--- config.mk ---
export PLATFORM = sky130hd
export DESIGN_NAME = z80_m1_sequencer
export DESIGN_NICKNAME = d
export VERILOG_FILES = /design/src/rtl/z80_seq_pkg.sv /design/src/rtl/z80_m1_cycle.sv /design/src/rtl/z80_m1_sequencer.sv
export SDC_FILE = /design/constraint.sdc
export NUM_CORES = 1
export LEC_CHECK = 0
export CORE_MARGIN = 2
export CORE_UTILIZATION = 30
export CTS_BUF_LIST = sky130_fd_sc_hd__clkbuf_4
export DETAILED_ROUTE_END_ITERATION = 10
export PLACE_DENSITY = 0.68
export SYNTH_ARGS = -nofsm -noshare
export SYNTH_HDL_FRONTEND = slang
export SYNTH_SLANG_ARGS = --single-unit
--- constraint.sdc ---
create_clock -name clk -period 6.6 [get_ports clk]
set_input_delay 1.32 -clock clk [delete_from_list [all_inputs] [get_ports clk]]
set_output_delay 1.32 -clock clk [all_outputs]
set_load 0.02 [all_outputs]
--- src/rtl/z80_seq_pkg.sv ---
// Shared types and constants for the Z80 opcode-fetch sequencer.
package z80_seq_pkg;

  typedef enum logic [2:0] {
    S_IDLE,
    S_T1,
    S_T2,
    S_TW,
    S_T3,
    S_T4
  } state_e;

  localparam logic [7:0] PFX_CB = 8'hCB;
  localparam logic [7:0] PFX_ED = 8'hED;
  localparam logic [7:0] PFX_DD = 8'hDD;
  localparam logic [7:0] PFX_FD = 8'hFD;

  localparam int TCNT_W = 8;

  typedef struct packed {
    logic m1_n;
    logic mreq_n;
    logic rd_n;
    logic rfsh_n;
  } strobes_t;

  // Bus strobe pattern driven while the M1 cycle sits in a given T-state.
  function automatic strobes_t strobes_for(state_e s);
    strobes_t st;
    st = '1;
    case (s)
      S_T1, S_T2, S_TW: begin
        st.m1_n   = 1'b0;
        st.mreq_n = 1'b0;
        st.rd_n   = 1'b0;
      end
      S_T3: begin
        st.mreq_n = 1'b0;
        st.rfsh_n = 1'b0;
      end
      S_T4: begin
        st.rfsh_n = 1'b0;
      end
      default: st = '1;
    endcase
    return st;
  endfunction

  function automatic logic is_prefix(logic [7:0] b);
    return (b == PFX_CB) || (b == PFX_ED) || (b == PFX_DD) || (b == PFX_FD);
  endfunction

endpackage

--- src/rtl/z80_m1_cycle.sv ---
// One M1 machine cycle: T-state sequencing, wait handling, registered
// strobes and the opcode byte latch.
module z80_m1_cycle
  import z80_seq_pkg::*;
(
  input  logic       clk_i,
  input  logic       rst_ni,
  input  logic       go_i,
  input  logic       wait_ni,
  input  logic [7:0] data_i,
  output state_e     state_o,
  output strobes_t   strb_o,
  output logic [7:0] byte_o
);

  state_e     state_q, state_d;
  strobes_t   strb_q;
  logic [7:0] byte_q;

  // Next T-state: waits stretch T2 via TW, T4 either chains or goes idle.
  always_comb begin
    state_d = state_q;
    case (state_q)
      S_IDLE:     if (go_i) state_d = S_T1;
      S_T1:       state_d = S_T2;
      S_T2, S_TW: state_d = wait_ni ? S_T3 : S_TW;
      S_T3:       state_d = S_T4;
      S_T4:       state_d = go_i ? S_T1 : S_IDLE;
      default:    state_d = S_IDLE;
    endcase
  end

  // State, strobes registered from the next state, byte captured on the last wait-sampled cycle.
  always_ff @(posedge clk_i or negedge rst_ni) begin
    if (!rst_ni) begin
      state_q <= S_IDLE;
      strb_q  <= '1;
      byte_q  <= '0;
    end else begin
      state_q <= state_d;
      strb_q  <= strobes_for(state_d);
      if ((state_q == S_T2 || state_q == S_TW) && wait_ni) begin
        byte_q <= data_i;
      end
    end
  end

  assign state_o = state_q;
  assign strb_o  = strb_q;
  assign byte_o  = byte_q;

endmodule

--- src/rtl/z80_m1_sequencer.sv ---
// Opcode fetch controller: chains M1 cycles across CB/ED/DD/FD prefixes
// and retires the collected opcode bytes with byte/M1/T-state counts.
module z80_m1_sequencer
  import z80_seq_pkg::*;
(
  input  logic        clk,
  input  logic        reset_n,
  input  logic        start,
  input  logic [15:0] ip,
  input  logic [15:0] ir,
  input  logic        wait_n,
  input  logic [7:0]  data_in,
  output logic [15:0] addr,
  output logic        m1_n,
  output logic        mreq_n,
  output logic        rd_n,
  output logic        rfsh_n,
  output logic        busy,
  output logic        r_inc,
  output logic        insn_valid,
  output logic [15:0] insn,
  output logic [1:0]  insn_len,
  output logic [2:0]  m1_count,
  output logic        indexed_cb,
  output logic [7:0]  tcycles
);

  state_e      cyc_state;
  strobes_t    cyc_strb;
  logic [7:0]  cur_byte;

  logic              pfx_q;
  logic [7:0]        buf0_q;
  logic [15:0]       insn_q;
  logic [1:0]        len_q;
  logic [2:0]        m1_count_q;
  logic              idx_q;
  logic [TCNT_W-1:0] tcycles_q;
  logic              insn_valid_q;

  logic accept, is_t4, chain, two_byte, idx_d, go;

  assign accept = (cyc_state == S_IDLE) && start;
  assign is_t4  = (cyc_state == S_T4);
  assign busy   = (cyc_state != S_IDLE);
  assign go     = accept || (is_t4 && chain);

  z80_m1_cycle u_cycle (
    .clk_i   (clk),
    .rst_ni  (reset_n),
    .go_i    (go),
    .wait_ni (wait_n),
    .data_i  (data_in),
    .state_o (cyc_state),
    .strb_o  (cyc_strb),
    .byte_o  (cur_byte)
  );

  // End-of-T4 decision on the latched byte given the currently held prefix.
  always_comb begin
    chain    = 1'b0;
    two_byte = 1'b0;
    idx_d    = 1'b0;
    if (!pfx_q) begin
      chain = is_prefix(cur_byte);
    end else if (buf0_q == PFX_CB || buf0_q == PFX_ED) begin
      two_byte = 1'b1;
    end else if (cur_byte == PFX_CB) begin
      two_byte = 1'b1;
      idx_d    = 1'b1;
    end else if (cur_byte == PFX_DD || cur_byte == PFX_FD || cur_byte == PFX_ED) begin
      chain = 1'b1;
    end else begin
      two_byte = 1'b1;
    end
  end

  // Fetch address during the read phase, refresh address during T3/T4.
  always_comb begin
    case (cyc_state)
      S_T1, S_T2, S_TW: addr = ip + {13'b0, m1_count_q};
      S_T3, S_T4:       addr = ir;
      default:          addr = 16'h0000;
    endcase
  end

  // Prefix buffer, counters and retirement registers.
  always_ff @(posedge clk or negedge reset_n) begin
    if (!reset_n) begin
      pfx_q        <= 1'b0;
      buf0_q       <= '0;
      insn_q       <= '0;
      len_q        <= '0;
      m1_count_q   <= '0;
      idx_q        <= 1'b0;
      tcycles_q    <= '0;
      insn_valid_q <= 1'b0;
    end else begin
      insn_valid_q <= is_t4 && !chain;
      if (accept) begin
        pfx_q      <= 1'b0;
        buf0_q     <= '0;
        insn_q     <= '0;
        len_q      <= '0;
        m1_count_q <= '0;
        idx_q      <= 1'b0;
        tcycles_q  <= '0;
      end else if (busy) begin
        if (tcycles_q != '1) tcycles_q <= tcycles_q + 1'b1;
        if (is_t4) begin
          m1_count_q <= m1_count_q + 3'd1;
          if (chain) begin
            buf0_q <= cur_byte;
            pfx_q  <= 1'b1;
          end else begin
            insn_q <= two_byte ? {cur_byte, buf0_q} : {8'h00, cur_byte};
            len_q  <= two_byte ? 2'd2 : 2'd1;
            idx_q  <= idx_d;
          end
        end
      end
    end
  end

  assign m1_n       = cyc_strb.m1_n;
  assign mreq_n     = cyc_strb.mreq_n;
  assign rd_n       = cyc_strb.rd_n;
  assign rfsh_n     = cyc_strb.rfsh_n;
  assign r_inc      = is_t4;
  assign insn_valid = insn_valid_q;
  assign insn       = insn_q;
  assign insn_len   = len_q;
  assign m1_count   = m1_count_q;
  assign indexed_cb = idx_q;
  assign tcycles    = tcycles_q;

endmodule

**After elaboration in Yosys (flattened, before gate mapping)**

Index checks and enable logic that the tools add are counted.

- Input port bits: 44
- Output and inout bits: 53
- Word-level logic and storage cells: 110
- Register bits: 54

- $add $sub $neg: 3
- Reduce and logical (&&, ||, !) cells: 29
- Equal/unequal tests: 18
- Muxes and demuxes: 47

Operator list:

| operator | count |
|---|---|
| 16-bit two-way mux | 5 |
| 8-bit two-way mux | 7 |
| 8-bit == test, second input constant | 6 |
| 16-bit case mux with 2 select lines | 1 |
| 1-bit two-way mux | 23 |
| 16-bit by 3-bit adder with 16-bit output | 1 |
| 3-bit two-way mux | 5 |
| 3-bit case mux with 5 select lines | 1 |
| 3-bit by 2-bit == test with 1-bit output, second input constant | 4 |
| 3-bit == test, second input constant | 4 |
| 2-bit two-way mux | 5 |
| 8-bit by 1-bit adder with 8-bit output, second input constant | 1 |
| 1-bit logical OR | 8 |
| 8-bit != test, second input constant | 1 |
| 2-bit nonzero test | 4 |
| 3-bit by 1-bit == test with 1-bit output, second input constant | 2 |
| 3-bit AND reduction | 2 |
| 2-bit OR reduction | 3 |
| 3-bit OR reduction | 2 |
| 1-bit logical AND | 4 |
| 2-bit AND reduction | 2 |
| 4-bit OR reduction | 1 |
| 3-bit by 1-bit adder with 3-bit output, second input constant | 1 |
| 3-bit zero test | 1 |
| 3 further kinds | 3 |

**Depth between registers and ports, before layout**

Gate-level depths: netlist of run 1.

- Depth in word-level cells: 14
- Mapped depth: 8
- Mapped depth without buffers: 7

**Hierarchy**

From an unflattened synthesis of run 1, not the netlist that was laid out.

- Cells, all modules: 299
- Area total of the unflattened synthesis: 2989.1 µm²

Modules (own cells, without submodules):

| module | area an instance (µm²) | cells an instance | sequential area each (µm²) | times used |
|---|---|---|---|---|
| z80_m1_sequencer | 2418.6 | 255 | 1001.0 | 1 |
| z80_m1_cycle | 570.5 | 44 | 354.1 | 1 |

**Worst setup path before layout of run 1**

No wires, ideal clock.

- Path kind: input -> output
- Start point: input port ip[0]
- End point: output port addr[6]
- Path buffers: 0
- Data required time: 5280 ps
- Setup slack: 2532 ps
- Data arrival time: 2748 ps
- Stages: 7
- Path through: ha_1 > fa_1 > a21oi_1 > nor2b_1 > and3_1 > xor2_1 > a22o_1

- Cells in the longest elaborated chain, start to end: 2

Ends and longest elaborated chain:

| element | line | RTL |
|---|---|---|
| from (decl) | z80_m1_sequencer.sv:9 | `input logic [15:0] ip,` |
| 16-bit by 3-bit adder with 16-bit output | z80_m1_sequencer.sv:81 | `S_T1, S_T2, S_TW: addr = ip + {13'b0, m1_count_q};` |
| 16-bit case mux with 2 select lines | z80_m1_sequencer.sv:80 | `case (cyc_state)` |
| to (decl) | z80_m1_sequencer.sv:13 | `output logic [15:0] addr,` |

Every way passes these cells.

**Worst setup path in the final report of run 1**

Ends and elaborated chain as after synthesis.

==> results of run 1 <==
[layer usage]
layer / track usage [%] / part of all wire, % / routed length (um) / vias up
met1: 20.3 / 47 / 3580 / 1213
met4: 3.19 / 1.2 / 92 / 0
met5: 0 / 0 / 0 / -
met3: 2.69 / 4.8 / 368 / 8
met2: 22.8 / 47 / 3660 / 69
li1: - / - / - / 1208
[stage by stage]
stage	hold WS (ps)	cell area (um2)	setup slack (ps)	util (%)
6_report	499	4090	1510	42.0
3_3_place_gp	464	4030	1560	41.5
2_1_floorplan	462	2990	2530	-
3_5_place_dp	470	4030	1510	41.5
4_1_cts	504	4090	1510	42.0
5_1_grt	531	4090	1400	42.0
[cells in the final DEF, fill, tap and decap left out, drive strengths merged, types with 4 or more instances in the layout]
cell	Yosys	layout
nor2	13	13
nor2b	5	5
nor4b	4	4
mux2	12	12
xnor2	13	13
mux2i	6	6
a211oi	5	5
dfrtp	51	51
a221oi	4	4
ha	5	5
a22o	28	28
nand4	7	7
a21oi	12	12
o21ai	5	5
inv	10	10
xor2	6	6
clkbuf	7	5
clkdlybuf4s50	0	95
nand3	8	8
nand2	26	26
and3	5	5
[final timing paths]
path	startpoint	end	slack, ps
max	ip[0]	addr[6]	1510
max in group asynchronous	reset_n	insn[2]$_DFFE_PN0P_	5070
min reg2reg	insn_len[1]$_DFFE_PN0P_	insn_len[1]$_DFFE_PN0P_	500
min	insn_len[1]$_DFFE_PN0P_	insn_len[1]$_DFFE_PN0P_	500
max reg2reg	u_cycle.state_o[1]$_DFF_PN0_	insn[3]$_DFFE_PN0P_	4210
min in group asynchronous	reset_n	insn[3]$_DFFE_PN0P_	1040
[sequential cells by signal, summed over array words and instances, names as in the netlist]
register         count
indexed_cb           1
pfx_q                1
u_cycle.byte_o       8
insn_valid           1
u_cycle.strb_o       3
tcycles              8
buf0_q               8
insn_len             2
insn                16
u_cycle.state_o      3
m1_count             3
[layout make-up]
class                      instances  area, um2  area share [%]
clock buffer                       5       37.5           0.918
clock inverter                     3       16.3           0.398
inverter                          10       37.5           0.918
multi-input combinational        201       1510            37.0
sequential                        54       1360            33.1
tap                              133        166            4.07
timing repair buffer              97        963            23.6
[power groups by stage]
stage / Combinational [W] / Clock, W / Sequential, W
after floorplan: 0.000473 / 0 / 0.000561
after global placement: 0.000802 / 0 / 0.000536
after detailed placement: 0.000816 / 0 / 0.000540
after CTS: 0.000819 / 0.000151 / 0.000534
after global routing: 0.000876 / 0.000169 / 0.000552
final: 0.000810 / 0.000146 / 0.000533
[worst register-to-register path: cells and delay by family, from the launching register on]
kind	cells	cell delay, ps
AND/OR/NAND/NOR	2	1010
AO/OA/AOI/OAI	2	470
multiplexers	1	250
flip-flops	1	560
[logic make-up after synthesis]
family,count (synthesis),share of synthesized area [%]
flip-flops,54,45.3
adder cells (fa/ha/maj),6,2.76
AND/OR/NAND/NOR,87,17.1
buffers and inverters,25,4.26
multiplexers,18,6.52
XOR/XNOR,19,5.56
AO/OA/AOI/OAI,71,18.6
==> metrics, run 1 <==
# diodes 0; H-tree Lvls 2; CTS Buffer Depth 2; cell-internal power 0.000861 W; CTS Buf Count 5; root cell of the clock tree clkbuf_4; Area Growth Syn to Fin 36.5%; clock latency on the worst-skew pair 380 ps; dominant register cell in the synthesized netlist dfrtp_1; RSZ-0062 raised after global routing no; slowest CP cell clkdlybuf4s50_1; fmax 196 MHz; number of fill cells 964; Cell variety after synth 56; leading area contributor after synthesis dfrtp_1; synth top area cells dfrtp_1 (43%), a22o_1 (8.2%), mux2_2 (4.5%), xnor2_1 (3.8%), nand2_1 (3.1%); Setup Fix Bufs, Post-CTS 0; Die Ht 104 um; register share of total power 35.8%; critical path, cell by cell clkdlybuf4s50_1 > ha_1 > fa_1 > a21oi_1 > nor2b_1 > and3_1 > xor2_1 > a22o_1 > clkdlybuf4s50_1; DR pass1 iterations 4; syn_area_per_cell 10.7 um2; IO buf count 96; Mapped Cells 280; ys async rst share 100%; peak supply drop 0.132 mV; antenna violations before repair 0; CP required 5280 ps; antenna viol nets, final 0; CP Buf/Inv Count 2; critical path peak fanout 6; via count 2498; critical path data arrival time 3770 ps; io pins 97; Crit Path Class primary input to primary output; Clock Power Share 9.8%; Post-synth EDFFs 0; sw power 0.000628 W; number of global-route vias before repair 2450; Worst-path clk slew 150 ps; LEAKAGE 1.76 nW; period utilization 77.1%; share of cells above drive strength 1 9.46%; Post-Syn Area 2990 um2; register area share after synthesis 45.3%; # DRC 0; fin cells 503; first-pass GRT wire length 12700 um; Post-DP HPWL 5800 um; final hold vios 0; critical path's top delay family buffers and inverters; status finished, final reports clean; startpoint types primary input; setup TNS 0 ps; WL/cell 15.3 um; hold buffer count at cts 0; Clock Skew 20.4 ps; clock sinks 54; most numerous cell in the Yosys netlist dfrtp_1; final setup vio count 0; Worst Hold Class register to register; grt ovf 0; Final GP Congestion 0.843; Max Cap Viol 0; commonest cells in the netlist dfrtp_1 (51), a22o_1 (28), nand2_1 (25); Slew @ Worst Pin 1130 ps; max-slew violations 0; Overall Global Routing Usage 14.3%; Logic pwr share 54.4%; WL final 7700 um; Switching Share 42.2%; placed insts 495; minimum clock period 5090 ps; slew margin rel. 24.7%; syn nets 330; Power Density 364 nW/um2; Crit path top cell by count clkdlybuf4s50_1; die width 104 um; starting density of the core 30.8%; FF+latch count, synth 54; via/cell ratio 4.97; Ys Warns 0; CTS tree built; Worst R2R Path Depth 5; area share of the largest cell type after synthesis 42.6%; DIE AREA 10800 um2; slowest stage delay, CP 600 ps; First DRT Iteration DRCs 132; Rows 36; largest net degree at the start of global routing 55; final total power 0.00149 W; post-cts resize count 0; Crit. path cell count 9; Worst setup EP type primary output; Worst Hold Depth 1; Nets 419; Core ar. 9730 um2
(Power assumes the default switching activity.)
==> run 2: changes to the inputs <==
Settings changed: PLACE_DENSITY 0.68 to 0.7.
Clock period 6.6 ns to 4.35 ns, I/O delays scaled along.
==> run 2 against run 1 <==
Net effect: register-to-register slack worse by 2100 ps; first-iteration DRC count is 26% higher; cell count grew 0.60%; largest cell class unchanged.
==> metrics, run 2 (same netlist as run 1, synthesis figures left out) <==
Worst setup EP type primary output; fmax 237 MHz; root cell of the clock tree clkbuf_4; LEAKAGE 1.78 nW (+0.99%); most frequent cells in the layout clkdlybuf4s50_1 (95), dfrtp_1 (51), a22o_1 (28), nand2_1 (25), xnor2_1 (13); Crit path top cell by count clkdlybuf4s50_1; starting density of the core 30.8% (unchanged); slowest stage delay, CP 610 ps (about the same); antenna violations before repair 0 (unchanged); antenna viol nets, final 0 (unchanged); Rows 36 (unchanged); minimum clock period 4210 ps; DIE AREA 10800 um2 (unchanged); critical path, cell by cell clkdlybuf4s50_1 > ha_1 > fa_1 > a21oi_1 > nor2b_1 > and3_1 > xor2_1 > a22o_1 > clkdlybuf4s50_1; critical path peak fanout 6 (unchanged); grt ovf 0 (unchanged); Die Ht 104 um (unchanged); Clock Skew 19.9 ps (-0.481 ps); CP required 3480 ps (-1800 ps); critical path data arrival time 3340 ps (-430 ps); Max Cap Viol 0 (unchanged); DR pass1 iterations 4 (unchanged); Slew @ Worst Pin 890 ps (-235 ps); clock sinks 54 (unchanged); Area Growth Syn to Fin 37.5%; # DRC 0 (unchanged); CTS tree built; First DRT Iteration DRCs 166 (+26%); CTS Buffer Depth 2 (unchanged); IO buf count 96 (unchanged); Nets 422 (+0.72%); WL/cell 15.4 um (+0.41%); startpoint types primary input; final hold vios 0 (unchanged); Overall Global Routing Usage 14.3% (about the same); Power Density 558 nW/um2 (+53%); RSZ-0062 raised after global routing no; via count 2498 (unchanged); io pins 97 (unchanged); first-pass GRT wire length 12600 um (-0.76%); hold buffer count at cts 0 (unchanged); max-slew violations 0 (unchanged); Core ar. 9730 um2 (unchanged); largest net degree at the start of global routing 32 (-42%); Setup Fix Bufs, Post-CTS 0 (unchanged); Largest register FFs 16 (unchanged); critical path's top delay family buffers and inverters; Worst-path clk slew 160 ps (about the same); Final GP Congestion 0.841 (-0.28%); Final Util 42.3% (+0.31 points); final setup vio count 0 (unchanged); via/cell ratio 4.94 (-0.59%); post-cts resize count 0 (unchanged); Post-DP HPWL 5930 um (+2.3%); slew margin rel. 40.1% (+15 points); clock latency on the worst-skew pair 380 ps (about the same); Crit Path Class primary input to primary output; Worst Hold Class register to register; period utilization 96.9%; number of global-route vias before repair 2432 (-0.73%); # diodes 0 (unchanged); die width 104 um (unchanged); CP Buf/Inv Count 2 (unchanged); WL final 7780 um (+1.0%); setup TNS 0 ps (unchanged); share of cells above drive strength 1 10.7% (+1.3 points); commonest non-fill, non-tap cell in the layout clkdlybuf4s50_1; peak supply drop 0.221 mV (+68%); CTS Buf Count 5 (unchanged); H-tree Lvls 2 (unchanged); status finished, final reports clean; slowest CP cell clkdlybuf4s50_1
## run 2: area by class of cell
type	instances	area, um2
clock inverters	2	16.3
repair buffers	100	986
clock buffers	6	45.0
multi-input cells	201	1510
inverters	10	37.5
well taps	133	166
flip-flops and latches	54	1360
fillers	1011	5610
## run 2: worst register-to-register path: stages (launching register included)
cell and delay, ps:
dfrtp_1 480, and4_1 320, and3_1 400, nand2_4 130, a21oi_4 420, mux2_2 390
## run 2: through the flow
step	setup WS [ps]	power [W]	std cells	hold WS (ps)	cell area, um2
floorplan	1180	0.00157	280	462	2990
global placement	220	0.00204	498	464	4060
detailed placement	148	0.00207	498	465	4060
CTS	132	0.00231	506	501	4120
global route	22.3	0.00245	506	528	4120
finish	137	0.00230	506	498	4120
## run 2: final timing paths
kind	start	to	slack [ps]	depth (start not counted)
hold reg to reg	insn_len[1]$_DFFE_PN0P_	insn_len[1]$_DFFE_PN0P_	500	1
max in group asynchronous	reset_n	buf0_q[2]$_DFFE_PN0P_	3030	2
hold / removal	insn_len[1]$_DFFE_PN0P_	insn_len[1]$_DFFE_PN0P_	500	1
setup / recovery	ip[0]	addr[6]	140	9
min in group asynchronous	reset_n	insn[3]$_DFFE_PN0P_	520	1
setup reg to reg	u_cycle.byte_o[3]$_DFFE_PN0P_	insn[1]$_DFFE_PN0P_	2100	5
## run 2: metal layers
metal	GRT usage [%]	wire (um)	vias up
met3	2.69	313	10
li1	-	-	1220
met4	4.05	103	0
met1	20.3	3720	1214
met2	22.3	3640	54
met5	0	0	-
## run 2: report_power, final
part	total (W)	switching, W	internal, W
Sequential	0.000804	0.000161	0.000643
Combinational	0.00125	0.000634	0.000618
Clock	0.000241	0.000169	0.0000721
Total	0.00230	0.000964	0.00133
==> run 3: changes to the inputs <==
Settings changed: CORE_UTILIZATION 30 to 25, PLACE_DENSITY 0.7 to 0.62.
==> run 3 against run 2 <==
Net effect: hold slack lost 130 ps; cell count is 2.0% higher; combinational power about the same; global-route usage down 2.0 points; largest power group unchanged; critical endpoint unchanged; die area is 19% higher; register-to-register slack got worse by 50 ps; sequential power is 0.5% higher; sequential share of layout area decreased by 0.14 points; flip-flop and latch count unchanged.
==> metrics, run 3 (same netlist as run 1, synthesis figures left out) <==
critical path, cell by cell clkdlybuf4s50_1 > ha_1 > fa_1 > a21oi_1 > nor2b_1 > and3_1 > xor2_1 > a22o_1 > clkdlybuf4s50_1; Rows 39 (+8.3%); Clock Skew 15.1 ps (-4.75 ps); # DRC 0 (unchanged); startpoint types primary input; DR pass1 iterations 4 (unchanged); Slew @ Worst Pin 951 ps (+61.0 ps); slowest stage delay, CP 600 ps (about the same); peak supply drop 0.156 mV (-29%); slowest CP cell clkdlybuf4s50_1; number of fill cells 1128 (+12%); starting density of the core 25.9% (-4.9 points); Largest register FFs 16 (unchanged); most frequent cells in the layout clkdlybuf4s50_1 (95), dfrtp_1 (51), a22o_1 (28), nand2_1 (25), xnor2_1 (13); Core ar. 11600 um2 (+19%); via count 2497 (-0.040%); antenna violations before repair 0 (unchanged); max-slew violations 0 (unchanged); minimum clock period 4150 ps (-61.5 ps); IO buf count 96 (unchanged); CTS Buffer Depth 2 (unchanged); hold buffer count at cts 0 (unchanged); Setup Fix Bufs, Post-CTS 0 (unchanged); final hold vios 0 (unchanged); setup TNS 0 ps (unchanged); Reg area 1360 um2 (unchanged); Crit path top cell by count clkdlybuf4s50_1; Final Instance Area 4140 um2 (+0.43%); instance area at placement 4070 um2 (+0.31%); slew margin rel. 36.0% (-4.1 points); H-tree Lvls 2 (unchanged); Multi-input gate area 1510 um2 (unchanged); CTS tree built; CP required 3480 ps (about the same); fin cells 516 (+2.0%); Final Util 35.8% (-6.6 points); die width 113 um (+9.2%); Nets 422 (unchanged); Crit Path Class primary input to primary output; via/cell ratio 4.84 (-2.0%); Worst setup EP type primary output; Max Cap Viol 0 (unchanged); Worst-path clk slew 180 ps (+20 ps); LEAKAGE 1.79 nW (+0.28%); DIE AREA 12900 um2 (+19%); Power Density 557 nW/um2 (about the same); critical path data arrival time 3280 ps (-60 ps); WL final 7880 um (+1.4%); root cell of the clock tree clkbuf_4; final setup vio count 0 (unchanged); Area Growth Syn to Fin 38.1%; clock sinks 54 (unchanged); fmax 241 MHz (+1.5%); critical path peak fanout 6 (unchanged); commonest non-fill, non-tap cell in the layout clkdlybuf4s50_1; RSZ-0062 raised after global routing no; grt ovf 0 (unchanged); Worst Hold Class primary input to asynchronous set/reset pin; WL/cell 15.3 um (-0.56%); number of global-route vias before repair 2528 (+3.9%); largest net degree at the start of global routing 38 (+19%); io pins 97 (unchanged); Final GP Congestion 0.815 (-3.0%); Post-DP HPWL 6120 um (+3.3%); WHS 366 ps (-132 ps); # diodes 0 (unchanged); period utilization 95.4% (-1.4 points); status finished, final reports clean; clock latency on the worst-skew pair 390 ps (about the same); share of cells above drive strength 1 10.7% (unchanged); placed insts 508 (+2.0%); CTS Buf Count 5 (unchanged); antenna viol nets, final 0 (unchanged); Overall Global Routing Usage 12.3% (-2.0 points); post-cts resize count 0 (unchanged); Die Ht 113 um (+9.2%); First DRT Iteration DRCs 140 (-16%); first-pass GRT wire length 12700 um (+0.72%)
run 3: layout make-up:
cell class	count	area share [%]
inverter	10	0.908
clock inverter	3	0.696
timing repair buffer	100	23.8
sequential	54	32.8
clock buffer	5	0.908
tap	143	4.33
multi-input combinational	201	36.6
run 3: worst max-delay path: cells and delay by family:
family                   cells  cell delay [ps]
adder cells (fa/ha/maj)      2              390
AND/OR/NAND/NOR              2              600
buffers and inverters        2             1060
XOR/XNOR                     1              150
AO/OA/AOI/OAI                2              220
run 3: path summary, 6_finish.rpt:
path                                                    from                          end  slack, ps  depth (start not counted)
worst max-delay path                                   ip[0]                      addr[6]        200                          9
worst min-delay path                                 reset_n      insn_len[1]$_DFFE_PN0P_        370                          1
worst max register to register  u_cycle.state_o[1]$_DFF_PN0_          insn[3]$_DFFE_PN0P_       2050                          6
worst min register to register       insn_len[1]$_DFFE_PN0P_      insn_len[1]$_DFFE_PN0P_        510                          1
max in group asynchronous                            reset_n  u_cycle.strb_o[3]$_DFF_PN1_       3130                          2
min in group clk                     insn_len[1]$_DFFE_PN0P_      insn_len[1]$_DFFE_PN0P_        510                          1
run 3: through the flow:
step	setup slack, ps	total power, W
after floorplan	1180	0.00157
after global placement	213	0.00206
after CTS	202	0.00233
after global routing	36.1	0.00246
after detailed placement	208	0.00208
final	198	0.00231
run 3: per-layer routing:
metal  wire, um  vias up  global-route usage, %
met3        273        8                   1.75
met1       3620     1205                   16.5
met5          0        -                      0
li1           -     1219                      -
met2       3880       65                   20.6
met4        110        0                   3.66
run 3: power by group:
group | switching, W | leakage (nW) | internal [W]
combinational | 0.000632 | 1.04 | 0.000617
sequential | 0.000165 | 0.705 | 0.000643
clock | 0.000178 | 0.0373 | 0.0000696
total | 0.000975 | 1.79 | 0.00133
